<file path="config.mk">
export PLATFORM = sky130hd
export DESIGN_NAME = modbus_tx_sequencer_flat
export DESIGN_NICKNAME = d
export VERILOG_FILES = /design/src/rtl/modbus_tx_sequencer_if.sv /design/src/rtl/modbus_tx_sequencer.sv /design/src/flat_wrapper.sv
export SDC_FILE = /design/constraint.sdc
export NUM_CORES = 1
export LEC_CHECK = 0
export BUFFER_PORTS_ARGS = -buffer_cell sky130_fd_sc_hd__buf_2
export CORE_MARGIN = 2
export CORE_UTILIZATION = 40
export CTS_BUF_LIST = sky130_fd_sc_hd__clkbuf_4
export CTS_CLUSTER_DIAMETER = 80
export DETAILED_ROUTE_END_ITERATION = 10
export SLEW_MARGIN = 20
export SYNTH_ARGS = -nofsm -noshare
export SYNTH_HDL_FRONTEND = slang
export SYNTH_SLANG_ARGS = --single-unit
</file>
<file path="constraint.sdc">
create_clock -name clk_in -period 4.8 [get_ports clk_in]
set_clock_uncertainty 0.05 [all_clocks]
set_input_delay 0.96 -clock clk_in [delete_from_list [all_inputs] [get_ports clk_in]]
set_output_delay 0.96 -clock clk_in [all_outputs]
set_load 0.005 [all_outputs]
</file>
<file path="src/rtl/modbus_tx_sequencer_if.sv">
// -----------------------------------------------------------------------------
// modbus_tx_sequencer_if
//
// Bundles the two buses the response sequencer talks over:
//   * UART byte channel: tx_data/tx_valid (sequencer -> UART),
//     tx_ready/tx_idle (UART -> sequencer)
//   * Response DPRAM read port: dpram_ren/dpram_raddr (sequencer -> RAM),
//     dpram_rdata (RAM -> sequencer, valid one cycle after dpram_ren)
//
// Handshake: a byte moves when tx_valid && tx_ready at a rising clk_in.
// While tx_valid is high and tx_ready is low, tx_data is held constant and
// tx_valid is not withdrawn (except by reset).
//
// Modports:
//   master - the sequencer
//   slave  - the UART transmitter / DPRAM side
// -----------------------------------------------------------------------------
interface modbus_tx_sequencer_if;
    logic [7:0]  tx_data;
    logic        tx_valid;
    logic        tx_ready;
    logic        tx_idle;
    logic        dpram_ren;
    logic [7:0]  dpram_raddr;
    logic [15:0] dpram_rdata;

    modport master (
        output tx_data, tx_valid, dpram_ren, dpram_raddr,
        input  tx_ready, tx_idle, dpram_rdata
    );

    modport slave (
        input  tx_data, tx_valid, dpram_ren, dpram_raddr,
        output tx_ready, tx_idle, dpram_rdata
    );
endinterface

</file>
<file path="src/rtl/modbus_tx_sequencer.sv">
// -----------------------------------------------------------------------------
// modbus_tx_sequencer
//
// Builds and transmits the Modbus RTU response frame once the function
// handler completes a request. The handler results are latched on
// handler_done, the frame type is classified, header bytes are sent, READ
// payload words are fetched from the response DPRAM, the CRC-16 is appended
// and finally the inter-frame gap is enforced before seq_done pulses.
//
// Frame types:
//   EXC  : SADDR, func|0x80, code                      + CRC (5 bytes)
//   READ : SADDR, func, 2*qty, qty words (hi, lo)      + CRC (5+2*qty bytes)
//   ECHO : SADDR, 0x06, addr hi/lo, data hi/lo         + CRC (8 bytes)
//   other functions with no exception send nothing and complete at once.
//
// Ports:
//   clk_in, rst_n_in   clock, asynchronous active-low reset
//   handler_done       one-cycle start pulse; result inputs valid with it
//   func_code_r        request function code
//   addr_r, data_r     request address and data/quantity
//   exception_out      0 = normal response, else exception code
//   tx_quantity        payload word count for functions 03/04
//   bus                UART byte channel + DPRAM read port (master side)
//   busy               frame in progress (LATCH through GAP)
//   seq_done           one-cycle pulse when the frame is complete
//   seq_drop           one-cycle pulse: handler_done arrived while not idle
//   state_dbg          current FSM state, for observation only
// -----------------------------------------------------------------------------
module modbus_tx_sequencer #(
    parameter logic [7:0]  SADDR      = 8'h01,
    parameter logic [7:0]  MAX_QTY    = 8'd4,
    parameter logic [15:0] GAP_CYCLES = 16'd3500
) (
    input  logic                          clk_in,
    input  logic                          rst_n_in,
    input  logic                          handler_done,
    input  logic [7:0]                    func_code_r,
    input  logic [15:0]                   addr_r,
    input  logic [15:0]                   data_r,
    input  logic [7:0]                    exception_out,
    input  logic [7:0]                    tx_quantity,
    modbus_tx_sequencer_if.master         bus,
    output logic                          busy,
    output logic                          seq_done,
    output logic                          seq_drop,
    output logic [3:0]                    state_dbg
);

    typedef enum logic [3:0] {
        S_IDLE  = 4'd0,
        S_LATCH = 4'd1,
        S_HDR   = 4'd2,
        S_RD    = 4'd3,
        S_RDW   = 4'd4,
        S_DHI   = 4'd5,
        S_DLO   = 4'd6,
        S_CRCL  = 4'd7,
        S_CRCH  = 4'd8,
        S_GAP   = 4'd9,
        S_DONE  = 4'd10
    } state_t;

    typedef enum logic [1:0] {
        K_NONE = 2'd0,
        K_EXC  = 2'd1,
        K_READ = 2'd2,
        K_ECHO = 2'd3
    } kind_t;

    // One byte of the reflected Modbus CRC-16 (poly 0xA001).
    function automatic logic [15:0] crc16_byte(input logic [15:0] crc_in,
                                               input logic [7:0]  data_in);
        logic [15:0] c;
        c = crc_in ^ {8'h00, data_in};
        for (int i = 0; i < 8; i++) begin
            if (c[0]) c = (c >> 1) ^ 16'hA001;
            else      c = c >> 1;
        end
        return c;
    endfunction

    // ---------------------------------------------------------------------
    // State and datapath registers
    // ---------------------------------------------------------------------
    state_t      state_q,    state_d;
    kind_t       kind_q,     kind_d;
    logic [7:0]  func_q,     func_d;
    logic [15:0] addr_q,     addr_d;
    logic [15:0] data_q,     data_d;
    logic [7:0]  exc_q,      exc_d;
    logic [7:0]  qty_q,      qty_d;
    logic [2:0]  hdr_idx_q,  hdr_idx_d;
    logic [7:0]  word_idx_q, word_idx_d;
    logic [15:0] word_q,     word_d;
    logic [15:0] crc_q,      crc_d;
    logic [15:0] gap_cnt_q,  gap_cnt_d;
    logic        seq_drop_q, seq_drop_d;

    // Combinational helpers
    logic [7:0]  hdr_byte;
    logic [2:0]  hdr_last;
    logic        tx_valid_o;
    logic [7:0]  tx_data_o;
    logic        dpram_ren_o;
    logic [7:0]  dpram_raddr_o;
    logic        hs;

    assign hs = tx_valid_o && bus.tx_ready;

    // ---------------------------------------------------------------------
    // Process 1: state register
    // ---------------------------------------------------------------------
    always_ff @(posedge clk_in or negedge rst_n_in) begin
        if (!rst_n_in) begin
            state_q    <= S_IDLE;
            kind_q     <= K_NONE;
            func_q     <= 8'h00;
            addr_q     <= 16'h0000;
            data_q     <= 16'h0000;
            exc_q      <= 8'h00;
            qty_q      <= 8'h00;
            hdr_idx_q  <= 3'd0;
            word_idx_q <= 8'h00;
            word_q     <= 16'h0000;
            crc_q      <= 16'hFFFF;
            gap_cnt_q  <= 16'h0000;
            seq_drop_q <= 1'b0;
        end else begin
            state_q    <= state_d;
            kind_q     <= kind_d;
            func_q     <= func_d;
            addr_q     <= addr_d;
            data_q     <= data_d;
            exc_q      <= exc_d;
            qty_q      <= qty_d;
            hdr_idx_q  <= hdr_idx_d;
            word_idx_q <= word_idx_d;
            word_q     <= word_d;
            crc_q      <= crc_d;
            gap_cnt_q  <= gap_cnt_d;
            seq_drop_q <= seq_drop_d;
        end
    end

    // ---------------------------------------------------------------------
    // Header byte selection: which byte the HDR state presents, and the
    // index of the last header byte for the current frame type.
    // ---------------------------------------------------------------------
    always_comb begin
        hdr_byte = 8'h00;
        hdr_last = 3'd2;
        case (kind_q)
            K_EXC: begin
                case (hdr_idx_q)
                    3'd0:    hdr_byte = SADDR;
                    3'd1:    hdr_byte = func_q | 8'h80;
                    default: hdr_byte = exc_q;
                endcase
            end
            K_READ: begin
                case (hdr_idx_q)
                    3'd0:    hdr_byte = SADDR;
                    3'd1:    hdr_byte = func_q;
                    // byte count = 2 * qty, truncated to 8 bits
                    default: hdr_byte = {qty_q[6:0], 1'b0};
                endcase
            end
            K_ECHO: begin
                hdr_last = 3'd5;
                case (hdr_idx_q)
                    3'd0:    hdr_byte = SADDR;
                    3'd1:    hdr_byte = func_q;
                    3'd2:    hdr_byte = addr_q[15:8];
                    3'd3:    hdr_byte = addr_q[7:0];
                    3'd4:    hdr_byte = data_q[15:8];
                    default: hdr_byte = data_q[7:0];
                endcase
            end
            default: begin
                hdr_byte = 8'h00;
                hdr_last = 3'd2;
            end
        endcase
    end

    // ---------------------------------------------------------------------
    // Process 2: next-state and datapath update
    // ---------------------------------------------------------------------
    always_comb begin
        state_d    = state_q;
        kind_d     = kind_q;
        func_d     = func_q;
        addr_d     = addr_q;
        data_d     = data_q;
        exc_d      = exc_q;
        qty_d      = qty_q;
        hdr_idx_d  = hdr_idx_q;
        word_idx_d = word_idx_q;
        word_d     = word_q;
        crc_d      = crc_q;
        gap_cnt_d  = gap_cnt_q;
        // A start request outside IDLE is reported and otherwise ignored.
        seq_drop_d = handler_done && (state_q != S_IDLE);

        case (state_q)
            S_IDLE: begin
                if (handler_done) begin
                    func_d  = func_code_r;
                    addr_d  = addr_r;
                    data_d  = data_r;
                    exc_d   = exception_out;
                    qty_d   = tx_quantity;
                    kind_d  = K_NONE;
                    crc_d   = 16'hFFFF;
                    state_d = S_LATCH;
                end
            end

            S_LATCH: begin
                hdr_idx_d  = 3'd0;
                word_idx_d = 8'h00;
                if (exc_q != 8'h00) begin
                    kind_d  = K_EXC;
                    state_d = S_HDR;
                end else if (func_q == 8'h03 || func_q == 8'h04) begin
                    // An out-of-range quantity turns into an illegal-value
                    // exception response rather than a read.
                    if (qty_q == 8'h00 || qty_q > MAX_QTY) begin
                        kind_d = K_EXC;
                        exc_d  = 8'h04;
                    end else begin
                        kind_d = K_READ;
                    end
                    state_d = S_HDR;
                end else if (func_q == 8'h06) begin
                    kind_d  = K_ECHO;
                    state_d = S_HDR;
                end else begin
                    kind_d  = K_NONE;
                    state_d = S_DONE;
                end
            end

            S_HDR: begin
                if (hs) begin
                    crc_d = crc16_byte(crc_q, tx_data_o);
                    if (hdr_idx_q == hdr_last) begin
                        word_idx_d = 8'h00;
                        state_d    = (kind_q == K_READ) ? S_RD : S_CRCL;
                    end else begin
                        hdr_idx_d = hdr_idx_q + 3'd1;
                    end
                end
            end

            S_RD: begin
                state_d = S_RDW;
            end

            S_RDW: begin
                word_d  = bus.dpram_rdata;
                state_d = S_DHI;
            end

            S_DHI: begin
                if (hs) begin
                    crc_d   = crc16_byte(crc_q, tx_data_o);
                    state_d = S_DLO;
                end
            end

            S_DLO: begin
                if (hs) begin
                    crc_d = crc16_byte(crc_q, tx_data_o);
                    if (word_idx_q == qty_q - 8'd1) begin
                        state_d = S_CRCL;
                    end else begin
                        word_idx_d = word_idx_q + 8'd1;
                        state_d    = S_RD;
                    end
                end
            end

            S_CRCL: begin
                if (hs) state_d = S_CRCH;
            end

            S_CRCH: begin
                if (hs) begin
                    gap_cnt_d = 16'h0000;
                    state_d   = S_GAP;
                end
            end

            S_GAP: begin
                // The gap must be contiguous idle time: any busy cycle on
                // the UART restarts the count.
                if (!bus.tx_idle) begin
                    gap_cnt_d = 16'h0000;
                end else if (gap_cnt_q == GAP_CYCLES - 16'd1) begin
                    state_d = S_DONE;
                end else begin
                    gap_cnt_d = gap_cnt_q + 16'd1;
                end
            end

            S_DONE: begin
                state_d = S_IDLE;
            end

            default: begin
                state_d = S_IDLE;
            end
        endcase
    end

    // ---------------------------------------------------------------------
    // Process 3: outputs (Moore, decoded from the state register so that
    // tx_valid falls as soon as reset clears state_q)
    // ---------------------------------------------------------------------
    always_comb begin
        tx_valid_o    = 1'b0;
        tx_data_o     = 8'h00;
        dpram_ren_o   = 1'b0;
        dpram_raddr_o = 8'h00;
        busy          = 1'b0;
        seq_done      = 1'b0;
        case (state_q)
            S_IDLE: ;
            S_LATCH: busy = 1'b1;
            S_HDR: begin
                busy       = 1'b1;
                tx_valid_o = 1'b1;
                tx_data_o  = hdr_byte;
            end
            S_RD: begin
                busy          = 1'b1;
                dpram_ren_o   = 1'b1;
                dpram_raddr_o = word_idx_q;
            end
            S_RDW: busy = 1'b1;
            S_DHI: begin
                busy       = 1'b1;
                tx_valid_o = 1'b1;
                tx_data_o  = word_q[15:8];
            end
            S_DLO: begin
                busy       = 1'b1;
                tx_valid_o = 1'b1;
                tx_data_o  = word_q[7:0];
            end
            S_CRCL: begin
                busy       = 1'b1;
                tx_valid_o = 1'b1;
                tx_data_o  = crc_q[7:0];
            end
            S_CRCH: begin
                busy       = 1'b1;
                tx_valid_o = 1'b1;
                tx_data_o  = crc_q[15:8];
            end
            S_GAP:  busy     = 1'b1;
            S_DONE: seq_done = 1'b1;
            default: ;
        endcase
    end

    assign bus.tx_valid    = tx_valid_o;
    assign bus.tx_data     = tx_data_o;
    assign bus.dpram_ren   = dpram_ren_o;
    assign bus.dpram_raddr = dpram_raddr_o;
    assign seq_drop        = seq_drop_q;
    assign state_dbg       = state_q;

endmodule

</file>
<file path="src/flat_wrapper.sv">
// flat-port wrapper written by rule: the top's interface ports become plain ports
module modbus_tx_sequencer_flat 
#(
    parameter logic [7:0]  SADDR      = 8'h01,
    parameter logic [7:0]  MAX_QTY    = 8'd4,
    parameter logic [15:0] GAP_CYCLES = 16'd3500
)
  (clk_in, rst_n_in, handler_done, func_code_r, addr_r, data_r, exception_out, tx_quantity, busy, seq_done, seq_drop, state_dbg, bus_tx_data, bus_tx_valid, bus_dpram_ren, bus_dpram_raddr, bus_tx_ready, bus_tx_idle, bus_dpram_rdata);
  modbus_tx_sequencer_if bus_i ();
  input  logic clk_in;
  input  logic rst_n_in;
  input  logic handler_done;
  input  logic [7:0] func_code_r;
  input  logic [15:0] addr_r;
  input  logic [15:0] data_r;
  input  logic [7:0] exception_out;
  input  logic [7:0] tx_quantity;
  output logic busy;
  output logic seq_done;
  output logic seq_drop;
  output logic [3:0] state_dbg;
  output wire logic [$bits(bus_i.tx_data)-1:0] bus_tx_data;
  output wire logic [$bits(bus_i.tx_valid)-1:0] bus_tx_valid;
  output wire logic [$bits(bus_i.dpram_ren)-1:0] bus_dpram_ren;
  output wire logic [$bits(bus_i.dpram_raddr)-1:0] bus_dpram_raddr;
  input wire logic [$bits(bus_i.tx_ready)-1:0] bus_tx_ready;
  input wire logic [$bits(bus_i.tx_idle)-1:0] bus_tx_idle;
  input wire logic [$bits(bus_i.dpram_rdata)-1:0] bus_dpram_rdata;
  assign bus_tx_data = bus_i.tx_data;
  assign bus_tx_valid = bus_i.tx_valid;
  assign bus_dpram_ren = bus_i.dpram_ren;
  assign bus_dpram_raddr = bus_i.dpram_raddr;
  assign bus_i.tx_ready = bus_tx_ready;
  assign bus_i.tx_idle = bus_tx_idle;
  assign bus_i.dpram_rdata = bus_dpram_rdata;
  modbus_tx_sequencer #(.SADDR(SADDR), .MAX_QTY(MAX_QTY), .GAP_CYCLES(GAP_CYCLES)) u_core (.clk_in(clk_in), .rst_n_in(rst_n_in), .handler_done(handler_done), .func_code_r(func_code_r), .addr_r(addr_r), .data_r(data_r), .exception_out(exception_out), .tx_quantity(tx_quantity), .bus(bus_i), .busy(busy), .seq_done(seq_done), .seq_drop(seq_drop), .state_dbg(state_dbg));
endmodule
</file>
==> flow_metrics.py <==
metrics = {
    "floorplan": {
        "floorplan.initialDensity_pct": 40.94,
        "row_count": 49,
        "chipWidth_um": 139.8,
        "die_height_um": 139.8,
        "floorplan.core_area_um2": 18020,
        "die_area_um2": 19550,
        "floorplan.io_pins": 102,
    },
    "sta": {
        "slew_viol_final": 0,
        "finalSetupTns_ns": 0,
        "slew_headroom_pct": 28.72,
        "final_setup_viols": 0,
        "rsz0062_at_grt": "no",
        "report.final.hold_viol_count": 0,
        "max_freq_ghz": 0.2257,
        "timing.final.crit_share_pct": 92.29,
        "fin_crit_ns": 4.430,
        "worst_max_slew_pin_slew_ns": 1.064,
    },
    "detailed_routing": {
        "wl_um": 19850,
        "ant_nets": 0,
        "via_per_inst": 5.785,
        "routed-via-count": 6358,
        "routed_wire_length_per_instance_um": 18.06,
        "drc": 0,
        "first_pass_iters": 5,
        "drt_first_iter_violations": 414,
    },
    "global_routing": {
        "grt_pass1_wl_um": 32460,
        "first_global_vias": 6047,
        "grt_remaining_overflow": 0,
        "initial_antenna_violation_count": 1,
        "grtUsageTotal_pct": 21.00,
        "grt_max_degree": 65,
    },
    "synthesis": {
        "async_reset_ff_share_pct": 100.0,
        "number_of_enable_flip_flop_cells_after_synthesis": 0,
        "syn-num-nets": 853,
        "synth.yosys.warnings": 0,
        "synth.yosys.seq_area_share_pct": 41.64,
        "synthesized_netlist_cell_count": 768,
        "synth.top_cells.by_area": "sky130_fd_sc_hd__dfrtp_1, sky130_fd_sc_hd__mux2_2, sky130_fd_sc_hd__dfstp_2, sky130_fd_sc_hd__o21ai_0, sky130_fd_sc_hd__nand2_1",
        "synth_top_cell_area_share_pct": 35.94,
        "synth.cell_area_um2": 7380,
        "synth_area_per_inst_um2": 9.609,
        "synth_largest_area_cell": "sky130_fd_sc_hd__dfrtp_1",
        "register_bit_total_from_synthesis": 122,
        "synth_top_flop_cell": "sky130_fd_sc_hd__dfrtp_1",
        "netlist-cell-type-count": 79,
    },
    "hold_path": {
        "hold_class": "input pin to async pin",
    },
    "setup_path": {
        "timing.rr.start": "u_core.hdr_idx_q[2]$_DFFE_PN0P_",
        "cp_cell_sequence": "inv_1 -> ha_1 -> a22o_1 -> nor3_1 -> o21ai_0 -> or2_2 -> buf_2",
        "cp_data_arrival_time_ns": 3.42,
        "critPathRequiredTime_ns": 3.79,
        "timing.critical_path.to_type": "output port",
        "max_stage_delay_ns": 0.74,
        "path_buf_inv": 2,
        "path_class": "flop to output port",
        "timing.critical_path.fanout_max": 24,
        "worstSetupStartpointType": "flop",
        "cp_top_family": "simple AND/OR/NAND/NOR gates",
        "timing.critical_path.slowest_stage_cell": "sky130_fd_sc_hd__dfrtp_1",
        "worstSetupStartpoint": "u_core.hdr_idx_q[2]$_DFFE_PN0P_",
    },
    "clock_tree": {
        "clkSinkCount": 122,
        "number_of_levels_the_h_tree_was_split_into": 4,
        "postCtsResizedCells": 0,
        "cts_hold_buf": 0,
        "cts_inserted_buffers": 17,
        "cts_setup_buffers": 0,
        "clk_pin_slew_ns": 0.12,
        "clock_insertion_delay_worst_skew_ns": 0.55,
        "clock_tree.buffer_depth": 2,
        "cts_tree": "yes",
        "cts_root_buf": "sky130_fd_sc_hd__clkbuf_4",
    },
    "final_layout": {
        "leading_cell_type_in_the_layout_fill_and_taps_excluded": "sky130_fd_sc_hd__dfrtp_1",
        "synthToLayoutAreaGrowth_pct": 14.26,
        "finalNetCount": 941,
        "final-instance-count-excl-fill": 1099,
        "drive_gt1_share_pct": 29.11,
        "final_util_pct": 46.78,
        "final_cell_mix": "sky130_fd_sc_hd__dfrtp_1, sky130_fd_sc_hd__buf_2, sky130_fd_sc_hd__nand2_1, sky130_fd_sc_hd__mux2_2, sky130_fd_sc_hd__nor2_1",
        "filler_cells": 1770,
    },
    "status": {
        "status": "complete, no violations",
    },
    "pwr": {
        "power_density_nw_per_um2": 665.4,
        "ir_drop_uv": 312.3,
        "leakagePower_nw": 3.736,
    },
    "placed_design": {
        "gp_routability_congestion": 0.9134,
        "port_buffers": 101,
        "post-place-cells": 1066,
        "dp_hpwl_um": 14960,
    },
    "flow_run": {
        "cap_violations": 0,
    },
}
synthesized netlist by cell type, drive strengths merged (14+ instances only):
cell type  count
dfrtp        106
nand2         69
mux2          69
a31oi         17
clkbuf        30
nor2          57
nand2b        14
xor2          18
and2          16
a21oi         30
dfstp         16
nand3         25
buf           14
o21ai         55
sequential cells by signal, indices dropped and copies added (netlist names), 2 cells and up:
name	cells
u_core.addr_q	16
u_core.crc_q	16
u_core.data_q	16
u_core.exc_q	8
u_core.func_q	8
u_core.gap_cnt_q	16
u_core.hdr_idx_q	3
u_core.kind_q	2
u_core.qty_q	8
u_core.state_dbg	4
u_core.word_idx_q	8
u_core.word_q	16
final timing paths:
path	endpoint	slack, ns	cells after the start
min	u_core.exc_q[3]$_DFFE_PN0P_	0.44	1
max reg2reg	u_core.crc_q[0]$_DFFE_PN1P_	0.69	10
min reg2reg	u_core.gap_cnt_q[0]$_DFFE_PN0P_	0.46	1
min in group clk_in	u_core.gap_cnt_q[0]$_DFFE_PN0P_	0.46	1
max	bus_tx_data[1]	0.37	7
max in group asynchronous	u_core.crc_q[7]$_DFFE_PN1P_	3.39	2
report_power, final:
part           internal, W  switching [W]
clock             0.000413       0.000419
combinational      0.00131        0.00151
sequential         0.00147       0.000477
worst register-to-register path: stages (launching register included):
cell and delay, ns:
sky130_fd_sc_hd__dfrtp_1 0.74, sky130_fd_sc_hd__inv_1 0.41, sky130_fd_sc_hd__ha_1 0.42, sky130_fd_sc_hd__a22oi_1 0.29
sky130_fd_sc_hd__a31oi_1 0.16, sky130_fd_sc_hd__a2111oi_1 0.66, sky130_fd_sc_hd__a211oi_1 0.17, sky130_fd_sc_hd__o211ai_1 0.35
sky130_fd_sc_hd__and2_4 0.21, sky130_fd_sc_hd__mux2_4 0.29, sky130_fd_sc_hd__a311oi_2 0.27
per-stage QoR:
stage          total power [W]  cell area [um2]  hold slack (ns)  setup WS (ns)
2_1_floorplan         0.003993             7380           0.3969          1.411
3_3_place_gp          0.004763             8102           0.4440         0.9655
3_5_place_dp          0.004783             8102           0.4483         0.8081
4_1_cts               0.005638             8429           0.4434         0.3861
5_1_grt               0.006066             8432           0.4488        0.05855
6_report              0.005611             8432           0.4438         0.3702
layer usage:
| metal | track usage [%] | part of all wire, % | up-vias |
|---|---|---|---|
| li1 | - | - | 3036 |
| met1 | 29.28 | 46 | 3086 |
| met2 | 32.68 | 46 | 208 |
| met3 | 5.231 | 6.3 | 28 |
| met4 | 5.632 | 1.7 | 0 |
| met5 | 0 | 0 | - |
final cells by class:
| type | instances | area (um2) | share of cell area, % |
|---|---|---|---|
| clock inverters | 15 | 200.2 | 2.374 |
| diodes | 1 | 2.502 | 0.02968 |
| multi-input cells | 589 | 4083 | 48.42 |
| repair buffers | 113 | 610.6 | 7.241 |
| flip-flops and latches | 122 | 3073 | 36.44 |
| clock buffers | 17 | 127.6 | 1.514 |
| well taps | 229 | 286.5 | 3.398 |
| inverters | 13 | 48.80 | 0.5787 |
cells by family after synthesis:
group                    Yosys count  synth area share [%]
AND/OR/NAND/NOR                  280                 20.40
XOR/XNOR                          30                 3.747
adder cells (fa/ha/maj)            8                 1.356
AO/OA/AOI/OAI                    198                 18.53
multiplexers                      73                 11.12
flip-flops                       122                 41.64
buffers and inverters             57                 3.205
Power figures use the tool's default switching activity.
